### src/rtl/fp_pkg.sv
// Shared float helpers: field constants, flag bit positions and operand classes.
package fp_pkg;

  localparam int FLAG_W         = 3;
  localparam int FLAG_INVALID   = 2;
  localparam int FLAG_OVERFLOW  = 1;
  localparam int FLAG_UNDERFLOW = 0;

  typedef enum logic [1:0] {ZERO, NORM, INF, NAN} fp_class_e;

  function automatic int fp_bias(input int exp_w);
    return (1 << (exp_w - 1)) - 1;
  endfunction

  function automatic int fp_exp_max(input int exp_w);
    return (1 << exp_w) - 1;
  endfunction

  // Canonical quiet NaN: sign 0, exponent all-ones, only the fraction MSB set.
  function automatic logic [63:0] fp_qnan(input int exp_w, input int man_w);
    return (((64'(1) << exp_w) - 64'(1)) << man_w) | (64'(1) << (man_w - 1));
  endfunction

endpackage

### src/rtl/fp_mult_pipe_if.sv
// Operand/result streaming bundle for the multiplier; master drives operands, slave is the block.
interface fp_mult_pipe_if #(
  parameter int EXP_W = 5,
  parameter int MAN_W = 10
);
  localparam int W = 1 + EXP_W + MAN_W;

  logic         in_valid;
  logic         in_ready;
  logic [W-1:0] a;
  logic [W-1:0] b;
  logic         out_valid;
  logic         out_ready;
  logic [W-1:0] out_data;
  logic [2:0]   out_flags;

  modport master (
    output in_valid, a, b, out_ready,
    input  in_ready, out_valid, out_data, out_flags
  );

  modport slave (
    input  in_valid, a, b, out_ready,
    output in_ready, out_valid, out_data, out_flags
  );
endinterface

### src/rtl/sig_mult.sv
// Unsigned significand multiplier, combinational, full-width product; the DSP-mapping point.
module sig_mult #(
  parameter int N = 11
) (
  input  logic [N-1:0]   x,
  input  logic [N-1:0]   y,
  output logic [2*N-1:0] p
);
  assign p = (2*N)'(x) * (2*N)'(y);
endmodule

### src/rtl/fp_mult_pipe.sv
// IEEE-style float multiplier, RNE, flush-to-zero; 3-cycle latency, 1/cycle.
// Single global stall: every stage holds while the output is valid and not taken.
module fp_mult_pipe
  import fp_pkg::*;
#(
  parameter int EXP_W = 5,
  parameter int MAN_W = 10
) (
  input logic          clk,
  input logic          rst_n,
  fp_mult_pipe_if.slave bus
);
  localparam int W      = 1 + EXP_W + MAN_W;
  localparam int SIG_W  = MAN_W + 1;
  localparam int P      = 2 * SIG_W;
  localparam int XW     = EXP_W + 2;
  localparam int BIAS   = fp_bias(EXP_W);
  localparam int EXP_MX = fp_exp_max(EXP_W);
  localparam logic [63:0]          QNAN64   = fp_qnan(EXP_W, MAN_W);
  localparam logic [W-1:0]         QNAN     = QNAN64[W-1:0];
  localparam logic signed [XW-1:0] EXP_MX_X = XW'(EXP_MX);

  logic en;
  assign en           = !bus.out_valid || bus.out_ready;
  assign bus.in_ready = en;

  // S1: unpack and classify
  logic [EXP_W-1:0] ea, eb;
  logic [MAN_W-1:0] fa, fb;
  logic             a_nan, b_nan, a_inf, b_inf, a_zero, b_zero;
  fp_class_e        cls_c;
  logic [P-1:0]     prod_c;
  logic [XW-1:0]    exp_c;

  assign ea     = bus.a[W-2 -: EXP_W];
  assign eb     = bus.b[W-2 -: EXP_W];
  assign fa     = bus.a[MAN_W-1:0];
  assign fb     = bus.b[MAN_W-1:0];
  assign a_nan  = (ea == EXP_W'(EXP_MX)) && (fa != '0);
  assign b_nan  = (eb == EXP_W'(EXP_MX)) && (fb != '0);
  assign a_inf  = (ea == EXP_W'(EXP_MX)) && (fa == '0);
  assign b_inf  = (eb == EXP_W'(EXP_MX)) && (fb == '0);
  assign a_zero = (ea == '0);
  assign b_zero = (eb == '0);
  assign exp_c  = XW'(ea) + XW'(eb) - XW'(BIAS);

  always_comb begin
    cls_c = NORM;
    if (a_nan || b_nan || (a_inf && b_zero) || (a_zero && b_inf)) cls_c = NAN;
    else if (a_inf || b_inf)                                       cls_c = INF;
    else if (a_zero || b_zero)                                     cls_c = ZERO;
  end

  sig_mult #(.N(SIG_W)) u_sig_mult (
    .x ({1'b1, fa}),
    .y ({1'b1, fb}),
    .p (prod_c)
  );

  logic                    s1_vld, s1_sign;
  fp_class_e               s1_cls;
  logic [P-1:0]            s1_prod;
  logic signed [XW-1:0]    s1_exp;

  // S2: normalise so the leading one sits at bit P-1, then split off G/R/S
  logic [P-1:0]  norm_c;
  logic [XW-1:0] exp2_c;
  assign norm_c = s1_prod[P-1] ? s1_prod : {s1_prod[P-2:0], 1'b0};
  assign exp2_c = s1_exp + XW'(s1_prod[P-1]);

  logic                 s2_vld, s2_sign, s2_g, s2_r, s2_s;
  fp_class_e            s2_cls;
  logic [MAN_W-1:0]     s2_frac;
  logic signed [XW-1:0] s2_exp;

  // S3: round to nearest even; a carry out of the fraction bumps the exponent
  logic                 up_c;
  logic [MAN_W:0]       rsum_c;
  logic signed [XW-1:0] exp3_c;
  logic [W-1:0]         res_dat;
  logic [FLAG_W-1:0]    res_flg;

  assign up_c   = s2_g && (s2_r || s2_s || s2_frac[0]);
  assign rsum_c = {1'b0, s2_frac} + (MAN_W+1)'(up_c);
  assign exp3_c = s2_exp + XW'(rsum_c[MAN_W]);

  always_comb begin
    res_dat = {s2_sign, exp3_c[EXP_W-1:0], rsum_c[MAN_W-1:0]};
    res_flg = '0;
    case (s2_cls)
      NAN: begin
        res_dat               = QNAN;
        res_flg[FLAG_INVALID] = 1'b1;
      end
      INF:  res_dat = {s2_sign, {EXP_W{1'b1}}, {MAN_W{1'b0}}};
      ZERO: res_dat = {s2_sign, {(W-1){1'b0}}};
      default: begin
        if (!exp3_c[XW-1] && exp3_c >= EXP_MX_X) begin
          res_dat                = {s2_sign, {EXP_W{1'b1}}, {MAN_W{1'b0}}};
          res_flg[FLAG_OVERFLOW] = 1'b1;
        end else if (exp3_c[XW-1] || exp3_c == XW'(0)) begin
          res_dat                 = {s2_sign, {(W-1){1'b0}}};
          res_flg[FLAG_UNDERFLOW] = 1'b1;
        end
      end
    endcase
  end

  logic              out_vld;
  logic [W-1:0]      out_dat;
  logic [FLAG_W-1:0] out_flg;

  always_ff @(posedge clk or negedge rst_n) begin
    if (!rst_n) begin
      s1_vld  <= 1'b0;
      s1_sign <= 1'b0;
      s1_cls  <= ZERO;
      s1_prod <= '0;
      s1_exp  <= '0;
      s2_vld  <= 1'b0;
      s2_sign <= 1'b0;
      s2_cls  <= ZERO;
      s2_frac <= '0;
      s2_exp  <= '0;
      s2_g    <= 1'b0;
      s2_r    <= 1'b0;
      s2_s    <= 1'b0;
      out_vld <= 1'b0;
      out_dat <= '0;
      out_flg <= '0;
    end else if (en) begin
      s1_vld <= bus.in_valid;
      if (bus.in_valid) begin
        s1_sign <= bus.a[W-1] ^ bus.b[W-1];
        s1_cls  <= cls_c;
        s1_prod <= prod_c;
        s1_exp  <= exp_c;
      end
      s2_vld <= s1_vld;
      if (s1_vld) begin
        s2_sign <= s1_sign;
        s2_cls  <= s1_cls;
        s2_exp  <= exp2_c;
        s2_frac <= norm_c[P-2 -: MAN_W];
        s2_g    <= norm_c[P-2-MAN_W];
        s2_r    <= norm_c[P-3-MAN_W];
        s2_s    <= |norm_c[P-4-MAN_W:0];
      end
      out_vld <= s2_vld;
      if (s2_vld) begin
        out_dat <= res_dat;
        out_flg <= res_flg;
      end
    end
  end

  assign bus.out_valid = out_vld;
  assign bus.out_data  = out_dat;
  assign bus.out_flags = out_flg;
endmodule

### src/flat_wrapper.sv
// flat-port wrapper written by rule: the top's interface ports become plain ports
module fp_mult_pipe_flat import fp_pkg::*;
#(
  parameter int EXP_W = 5,
  parameter int MAN_W = 10
)
  (clk, rst_n, bus_in_valid, bus_a, bus_b, bus_out_ready, bus_in_ready, bus_out_valid, bus_out_data, bus_out_flags);
  fp_mult_pipe_if #(.EXP_W(EXP_W), .MAN_W(MAN_W)) bus_i ();
  input logic clk;
  input logic rst_n;
  input wire logic [$bits(bus_i.in_valid)-1:0] bus_in_valid;
  input wire logic [$bits(bus_i.a)-1:0] bus_a;
  input wire logic [$bits(bus_i.b)-1:0] bus_b;
  input wire logic [$bits(bus_i.out_ready)-1:0] bus_out_ready;
  output wire logic [$bits(bus_i.in_ready)-1:0] bus_in_ready;
  output wire logic [$bits(bus_i.out_valid)-1:0] bus_out_valid;
  output wire logic [$bits(bus_i.out_data)-1:0] bus_out_data;
  output wire logic [$bits(bus_i.out_flags)-1:0] bus_out_flags;
  assign bus_i.in_valid = bus_in_valid;
  assign bus_i.a = bus_a;
  assign bus_i.b = bus_b;
  assign bus_i.out_ready = bus_out_ready;
  assign bus_in_ready = bus_i.in_ready;
  assign bus_out_valid = bus_i.out_valid;
  assign bus_out_data = bus_i.out_data;
  assign bus_out_flags = bus_i.out_flags;
  fp_mult_pipe #(.EXP_W(EXP_W), .MAN_W(MAN_W)) u_core (.clk(clk), .rst_n(rst_n), .bus(bus_i));
endmodule
### config.mk
export PLATFORM = sky130hd
export DESIGN_NAME = fp_mult_pipe_flat
export DESIGN_NICKNAME = d
export VERILOG_FILES = /design/src/rtl/fp_pkg.sv /design/src/rtl/fp_mult_pipe_if.sv /design/src/rtl/sig_mult.sv /design/src/rtl/fp_mult_pipe.sv /design/src/flat_wrapper.sv
export SDC_FILE = /design/constraint.sdc
export NUM_CORES = 1
export LEC_CHECK = 0
export ABC_AREA = 0
export CAP_MARGIN = 15
export CORE_MARGIN = 3
export CORE_UTILIZATION = 27
export DETAILED_ROUTE_END_ITERATION = 7
export GPL_ROUTABILITY_DRIVEN = 0
export RECOVER_POWER = 100
export SYNTH_ARGS = -nofsm -noshare
export SYNTH_HDL_FRONTEND = slang
export SYNTH_HIERARCHICAL = 1
export SYNTH_SLANG_ARGS = --single-unit
### constraint.sdc
create_clock -name clk -period 5.3 [get_ports clk]
set_input_delay 1.06 -clock clk [delete_from_list [all_inputs] [get_ports clk]]
set_output_delay 1.06 -clock clk [all_outputs]
set_load 0.005 [all_outputs]
==> out/qor.yml, run 1 <==
status: "complete, but fails checks"
violations: "capacitance limit, slew limit"
cp.arrival_ns: 5.48
detail_route.wirelength_mm: 17.5
antenna_found_initial: 0
cp_max_fo: 7
syn-cell-area_sq_mm: 0.00808
hold_class: "reg2reg"
startpoint_type: "primary input"
post-route-period-util_pct: 99.3
io_buffers: 56
synth_largest_area_cell: "dfrtp_1"
rows: 62
place_ws_ns: -0.869
avgSynthCellArea_sq_um: 9.44
synth_top_area_share_pct: 23.8
ir_drop_mv: 0.350
grt_max_degree: 78
setup_ws_ns: 0.0364
clock_skew_ns: 0.00738
p_leak_uw: 0.00487
die_area_sq_mm: 0.0320
setup_tns_ns: 0
seqPwrFrac_pct: 18.6
dpl.cell_count: 1347
htree_levels: 3
grt_pass1_vias: 6185
antenna_cells: 0
routed_via_density: 4.43
pwr-share-comb_pct: 70.7
clkPwrFrac_pct: 10.7
timing.rr.start: "u_core/s2_g$_DFFE_PN0P_"
drive_gt1_share_pct: 22.1
p_int_uw: 3340
power_density_mw_per_mm2: 557
fin_nets: 1178
min-delay-start: "u_core/bus.out_data[15]$_DFFE_PN0P_"
drt-initial-drc-count: 270
setup_viol: 0
critPathKind: "in2reg"
cts_tree: "yes"
yosys.cell_count.top_type: "inv_1"
die_h_microns: 179
synth_ff_type: "dfrtp_1"
area_delta_synth_final_pct: 26.3
initial_core_util_pct: 27.8
core_area_sq_mm: 0.0291
ant_nets: 0
slew_viol_final: 78
drt_first_pass_iters: 4
finalHoldViolCount: 0
slew_headroom_pct: -25.8
vias: 6087
async_reset_ff_share_pct: 100
root_buffer: "clkbuf_16"
finalNonFillerCells: 1375
cts_sinks: 77
reg2reg_slack_ns: 1.58
hold_ws_ns: 0.460
total_power_uw: 5690
clk_pin_slew_ns: 0.06
netSwitchingPower_uw: 2350
worstHoldPathCells: 2
cp.required_ns: 5.51
drv_cap: 2
switching_share_pct: 41.3
synth_area_leaders: "dfrtp_1 24%, fa_1 20%, ha_1 11%"
netlist_instances: 856
synth_warnings: 6
yosysUniqueCellTypes: 70
io_pins: 57
cp-end-kind: "register"
wl_per_cell_microns: 12.7
dieWidth_microns: 179
cts_made_buffers: 9
worstHoldEndpoint: "u_core/bus.out_data[15]$_DFFE_PN0P_"
reg2reg_depth: 12
seq_area_frac_synth_pct: 23.8
period_minus_slack_ns: 5.26
synthTopCellsByCount: "119 x inv_1, 118 x nand2_1, 81 x fa_1, 77 x dfrtp_1, 74 x ha_1"
hpwl_mm: 14.2
clock_latency_ns: 0.33
synth-edff-count: 0
grtUsageTotal_pct: 11.1
grt-ovfl-total: 0
synth_seq_cells: 77
rsz0062_at_grt: "yes"
ctsLongestPathBuffers: 2
drcViolationCount: 0
grt_pass1_wl_mm: 29.6
regToRegEndpoint: "u_core/bus.out_data[0]$_DFFE_PN0P_"
tightest_slew_ns: 1.89
fmax_mhz: 190
[power by group through the flow]
stage	clock (uW)	combinational (uW)	sequential (uW)
floorplan	0	2500	1010
global placement	0	3520	1070
detailed placement	0	3570	1080
CTS	624	3710	1070
global route	649	4510	1100
finish	606	4020	1060
[worst max-delay path by stage]
| stage | from | end | slack [ns] | depth (start not counted) |
|---|---|---|---|---|
| finish | bus_b[5] | u_core/s1_prod[21]$_DFFE_PN0P_ | 0.04 | 20 |
| global route | bus_a[6] | u_core/s1_prod[20]$_DFFE_PN0P_ | -0.1 | 18 |
| CTS | bus_a[4] | u_core/s1_prod[17]$_DFFE_PN0P_ | -0.06 | 20 |
| detailed placement | bus_b[6] | u_core/s1_prod[17]$_DFFE_PN0P_ | -0.87 | 19 |
| global placement | bus_b[4] | u_core/s1_prod[17]$_DFFE_PN0P_ | -0.82 | 17 |
| floorplan | bus_b[5] | u_core/s1_prod[17]$_DFFE_PN0P_ | -0.07 | 19 |
[routing by layer]
layer,vias up,global-route usage (%),part of all wire [%]
met5,-,0,0
met4,0,2.21,1.1
met3,16,1.55,3.7
met2,97,17.8,46
met1,2925,16.1,49
li1,3049,-,-
[through the flow]
stage                     util [%]  area [sq um]
after global placement        33.3          9690
after detailed placement      33.3          9690
after CTS                     34.5         10000
after floorplan                  -          8310
final                         35.1         10200
after global routing          35.1         10200
[critical path, stage by stage]
cell,delay (ns)
buf_12,0.11
and2_4,0.15
fa_1,0.58
inv_2,0.05
fa_1,0.47
inv_1,0.05
fa_1,0.46
fa_1,0.50
inv_1,0.05
fa_1,0.49
inv_2,0.05
ha_4,0.22
a21o_1,0.18
a21o_1,0.18
a21oi_2,0.18
o31ai_4,0.13
buf_4,0.16
nor2_4,0.09
a211oi_2,0.05
mux2_4,0.27
[layout by cell type (no fill, tap or decap), types with 12 or more instances in the layout]
cell type / count
buf_4: 94
and2_1: 51
xor2_1: 15
mux2i_1: 14
nor2_1: 23
nand3_1: 20
mux2_2: 27
dfrtp_1: 77
ha_1: 63
fa_1: 81
inv_1: 115
clkdlybuf4s50_1: 12
xnor2_1: 23
dlygate4sd3_1: 25
o21ai_0: 33
a21oi_1: 16
nand2_1: 117
[timing repair]
action / CTS / global route
buffers inserted: 5 / 9
pin swaps: 16 / 36
hold endpoints to repair: 0 / 0
setup endpoints to repair: 14 / 12
hold buffers: 0 / 0
resized for setup: 83 / 61
[sequential cells by signal, summed over array words and instances (netlist names), 2 cells and up]
| register | cells |
|---|---|
| u_core/s1_exp | 7 |
| u_core/s2_frac | 10 |
| u_core/s1_cls | 2 |
| u_core/bus.out_data | 16 |
| u_core/bus.out_flags | 3 |
| u_core/s2_cls | 2 |
| u_core/s2_exp | 7 |
| u_core/s1_prod | 22 |
[cells by family after synthesis]
group,count (synthesis),share of synthesized area (%)
buffers and inverters,159,7.66
other,1,0.0464
adder cells (fa/ha/maj),155,31.5
XOR/XNOR,38,4.21
flip-flops,77,23.8
AND/OR/NAND/NOR,272,17.2
multiplexers,43,5.77
AO/OA/AOI/OAI,111,9.72
[area by class of cell]
cell class              instances  area, sq um
inverters                     120          450
fillers                      2966        18900
flip-flops and latches         77         1930
clock buffers                  14          264
repair buffers                156         1280
multi-input cells             623         5780
clock inverters                 1         30.0
well taps                     384          480
No activity file was read; power rests on OpenSTA's default activity.
==> run 2, diff against run 1 <==
- CORE_ASPECT_RATIO: unset -> 1.2
- CTS_CLUSTER_SIZE: unset -> 24
==> run 2 against run 1 <==
Against the previous run:
- worst setup slack better by 0.050 ns
- global-route usage up 0.10 points
- cell count up 0.36%
- the run still ends with capacitance limit, slew limit left
- largest power group unchanged
- largest cell class unchanged
- clock power up 9.7%
==> out/qor.yml, run 2 (same netlist as run 1, synthesis figures left out) <==
hpwl_mm: 14.4  # +0.80%
path_common_cell: "fa_1"
area_delta_synth_final_pct: 27.2
rows: 68  # +9.7%
crit_buf_inv: 7  # +1
clk_pin_slew_ns: 0.06  # about the same
cpMaxStageDelayCell: "fa_1"
root_buffer: "clkbuf_16"
cp_top_family: "adder cells"
cp.arrival_ns: 5.43  # -0.05 ns
slew_headroom_pct: -25.8  # about the same
finalNonFillerCells: 1380  # +0.36%
post-route-period-util_pct: 98.4  # -0.94 points
setup_viol: 0  # unchanged
violations: "capacitance limit, slew limit"
ir_drop_mv: 0.358  # +2.3%
detail_route.wirelength_mm: 17.7  # +0.91%
stdcell_area_sq_mm: 0.0103  # +0.65%
period_minus_slack_ns: 5.21  # -0.0500 ns
antenna_found_initial: 0  # unchanged
hold_class: "reg2reg"
final_util_pct: 35.3  # +0.22 points
cts_sinks: 77  # unchanged
antenna_cells: 0  # unchanged
mostFrequentLayoutCells: "112 x inv_1, 110 x nand2_1, 89 x buf_4"
grt_max_degree: 78  # unchanged
startpoint_type: "primary input"
cp.required_ns: 5.52  # about the same
grt_pass1_wl_mm: 30.0  # +1.2%
postCtsHoldBufs: 0  # unchanged
vias: 6095  # +0.13%
ctsLongestPathBuffers: 2  # unchanged
power_density_mw_per_mm2: 555  # -0.41%
grt_pass1_vias: 6267  # +1.3%
largest_reg_flops: 22  # unchanged
rsz0062_at_grt: "yes"
p_leak_uw: 0.00487  # +0.18%
cp-end-kind: "register"
die_h_microns: 196  # +9.2%
core_area_sq_mm: 0.0291  # about the same
cts_made_buffers: 9  # unchanged
dieWidth_microns: 164  # -8.4%
io_buffers: 56  # unchanged
drt-initial-drc-count: 176  # -35%
initial_core_util_pct: 27.8  # about the same
fmax_mhz: 192  # +0.96%
final_common_cell: "inv_1"
fin_nets: 1181  # +0.25%
clock_skew_ns: 0.00833  # +0.000941 ns
status: "complete, but fails checks"
clock_latency_ns: 0.33  # about the same
drive_gt1_share_pct: 23.4  # +1.3 points
grt-ovfl-total: 0  # unchanged
cp_max_fo: 5  # -2
io_pins: 57  # unchanged
slew_viol_final: 78  # unchanged
routed_via_density: 4.42  # -0.23%
ant_nets: 0  # unchanged
place_area_sq_mm: 0.00969  # about the same
drv_cap: 1  # -1
crit_chain: "buf_8 > buf_6 > and2_4 > fa_1 > inv_2 > fa_1 > inv_2 > fa_1 > fa_1 > inv_1 > fa_1 > inv_2 > ha_4 > buf_6 > nand4_1 > a211oi_2 > o41ai_4 > a31oi_4 > xor2_1 > mux2_4"
max_stage_delay_ns: 0.54  # -0.04 ns
drcViolationCount: 0  # unchanged
cts_tree: "yes"
die_area_sq_mm: 0.0321  # about the same
regMostFlops: "u_core/s1_prod"
wl_per_cell_microns: 12.8  # +0.54%
tightest_slew_ns: 1.89  # -0.000321 ns
grtUsageTotal_pct: 11.2  # +0.10 points
drt_first_pass_iters: 4  # unchanged
finalHoldViolCount: 0  # unchanged
critPathKind: "in2reg"
htree_levels: 3  # unchanged
dpl.cell_count: 1348  # +0.074%
[run 2: cell types whose count changed in the layout (fill, tap and decap cells not counted), sizes merged]
cell	delta
buf	-1
clkinv	+2
dlygate4sd3	+1
inv	+1
clkdlybuf4s15	+1
bufinv	+1
clkdlybuf4s50	-1
[run 2: repair_timing]
item | 4_1_cts | 5_1_grt
pin swaps | 23 | 32
setup buffers | 14 | 2
cloned | 1 | 0
resized for setup | 101 | 50
setup endpoints to repair | 14 | 10
[run 2: worst paths after layout]
| check | depth (start not counted) | slack (ns) | from | to |
|---|---|---|---|---|
| min reg2reg | 2 | 0.47 | u_core/bus.out_data[15]$_DFFE_PN0P_ | u_core/bus.out_data[15]$_DFFE_PN0P_ |
| min in group asynchronous | 1 | 1.22 | rst_n | u_core/bus.out_data[8]$_DFFE_PN0P_ |
| max reg2reg | 12 | 1.22 | u_core/s2_g$_DFFE_PN0P_ | u_core/bus.out_data[4]$_DFFE_PN0P_ |
| max in group asynchronous | 1 | 2.92 | rst_n | u_core/s2_frac[9]$_DFFE_PN0P_ |
| max | 20 | 0.09 | bus_a[3] | u_core/s1_prod[20]$_DFFE_PN0P_ |
| min | 2 | 0.47 | u_core/bus.out_data[15]$_DFFE_PN0P_ | u_core/bus.out_data[15]$_DFFE_PN0P_ |
[run 2: layer usage]
layer	share of wire, %	vias up	routed length, microns	global-route usage (%)
met4	1.2	0	204	2.57
li1	-	3054	-	-
met1	46	2937	8110	14.7
met3	3.0	16	525	1.53
met2	50	88	8840	19.7
met5	0	-	0	0
[run 2: tightest hold or removal path, delay by kind of cell (launching register included)]
kind             cells  cell delay, ns
and+or+nand+nor      2            0.10
DFF                  1            0.35
[run 2: area by class of cell]
type,count,area [sq um]
clock inverter,5,82.6
inverter,120,450
clock buffer,11,243
fill,2978,18800
tap,385,482
multi-input combinational,623,5780
timing repair buffer,159,1310
sequential,77,1930
[run 2: report_power, final]
group | switching, uW | total (uW) | internal (uW)
combinational | 1850 | 3980 | 2130
clock | 238 | 665 | 427
sequential | 210 | 1060 | 846
[run 2: stage by stage]
step	power [uW]	hold WS, ns	setup TNS (ns)	setup slack [ns]
floorplan	3500	0.444	-0.109	-0.0705
global placement	4690	0.456	-10.30	-0.849
detailed placement	4720	0.468	-10.78	-0.887
CTS	5660	0.482	-0.0352	-0.0352
global route	6260	0.492	-0.453	-0.105
finish	5700	0.473	0	0.0864
==> run 3, diff against run 2 <==
- CTS_CLUSTER_DIAMETER: unset -> 100
==> results of run 3 <==
The final DEF is identical to that of run 2; final timing and power are the same.
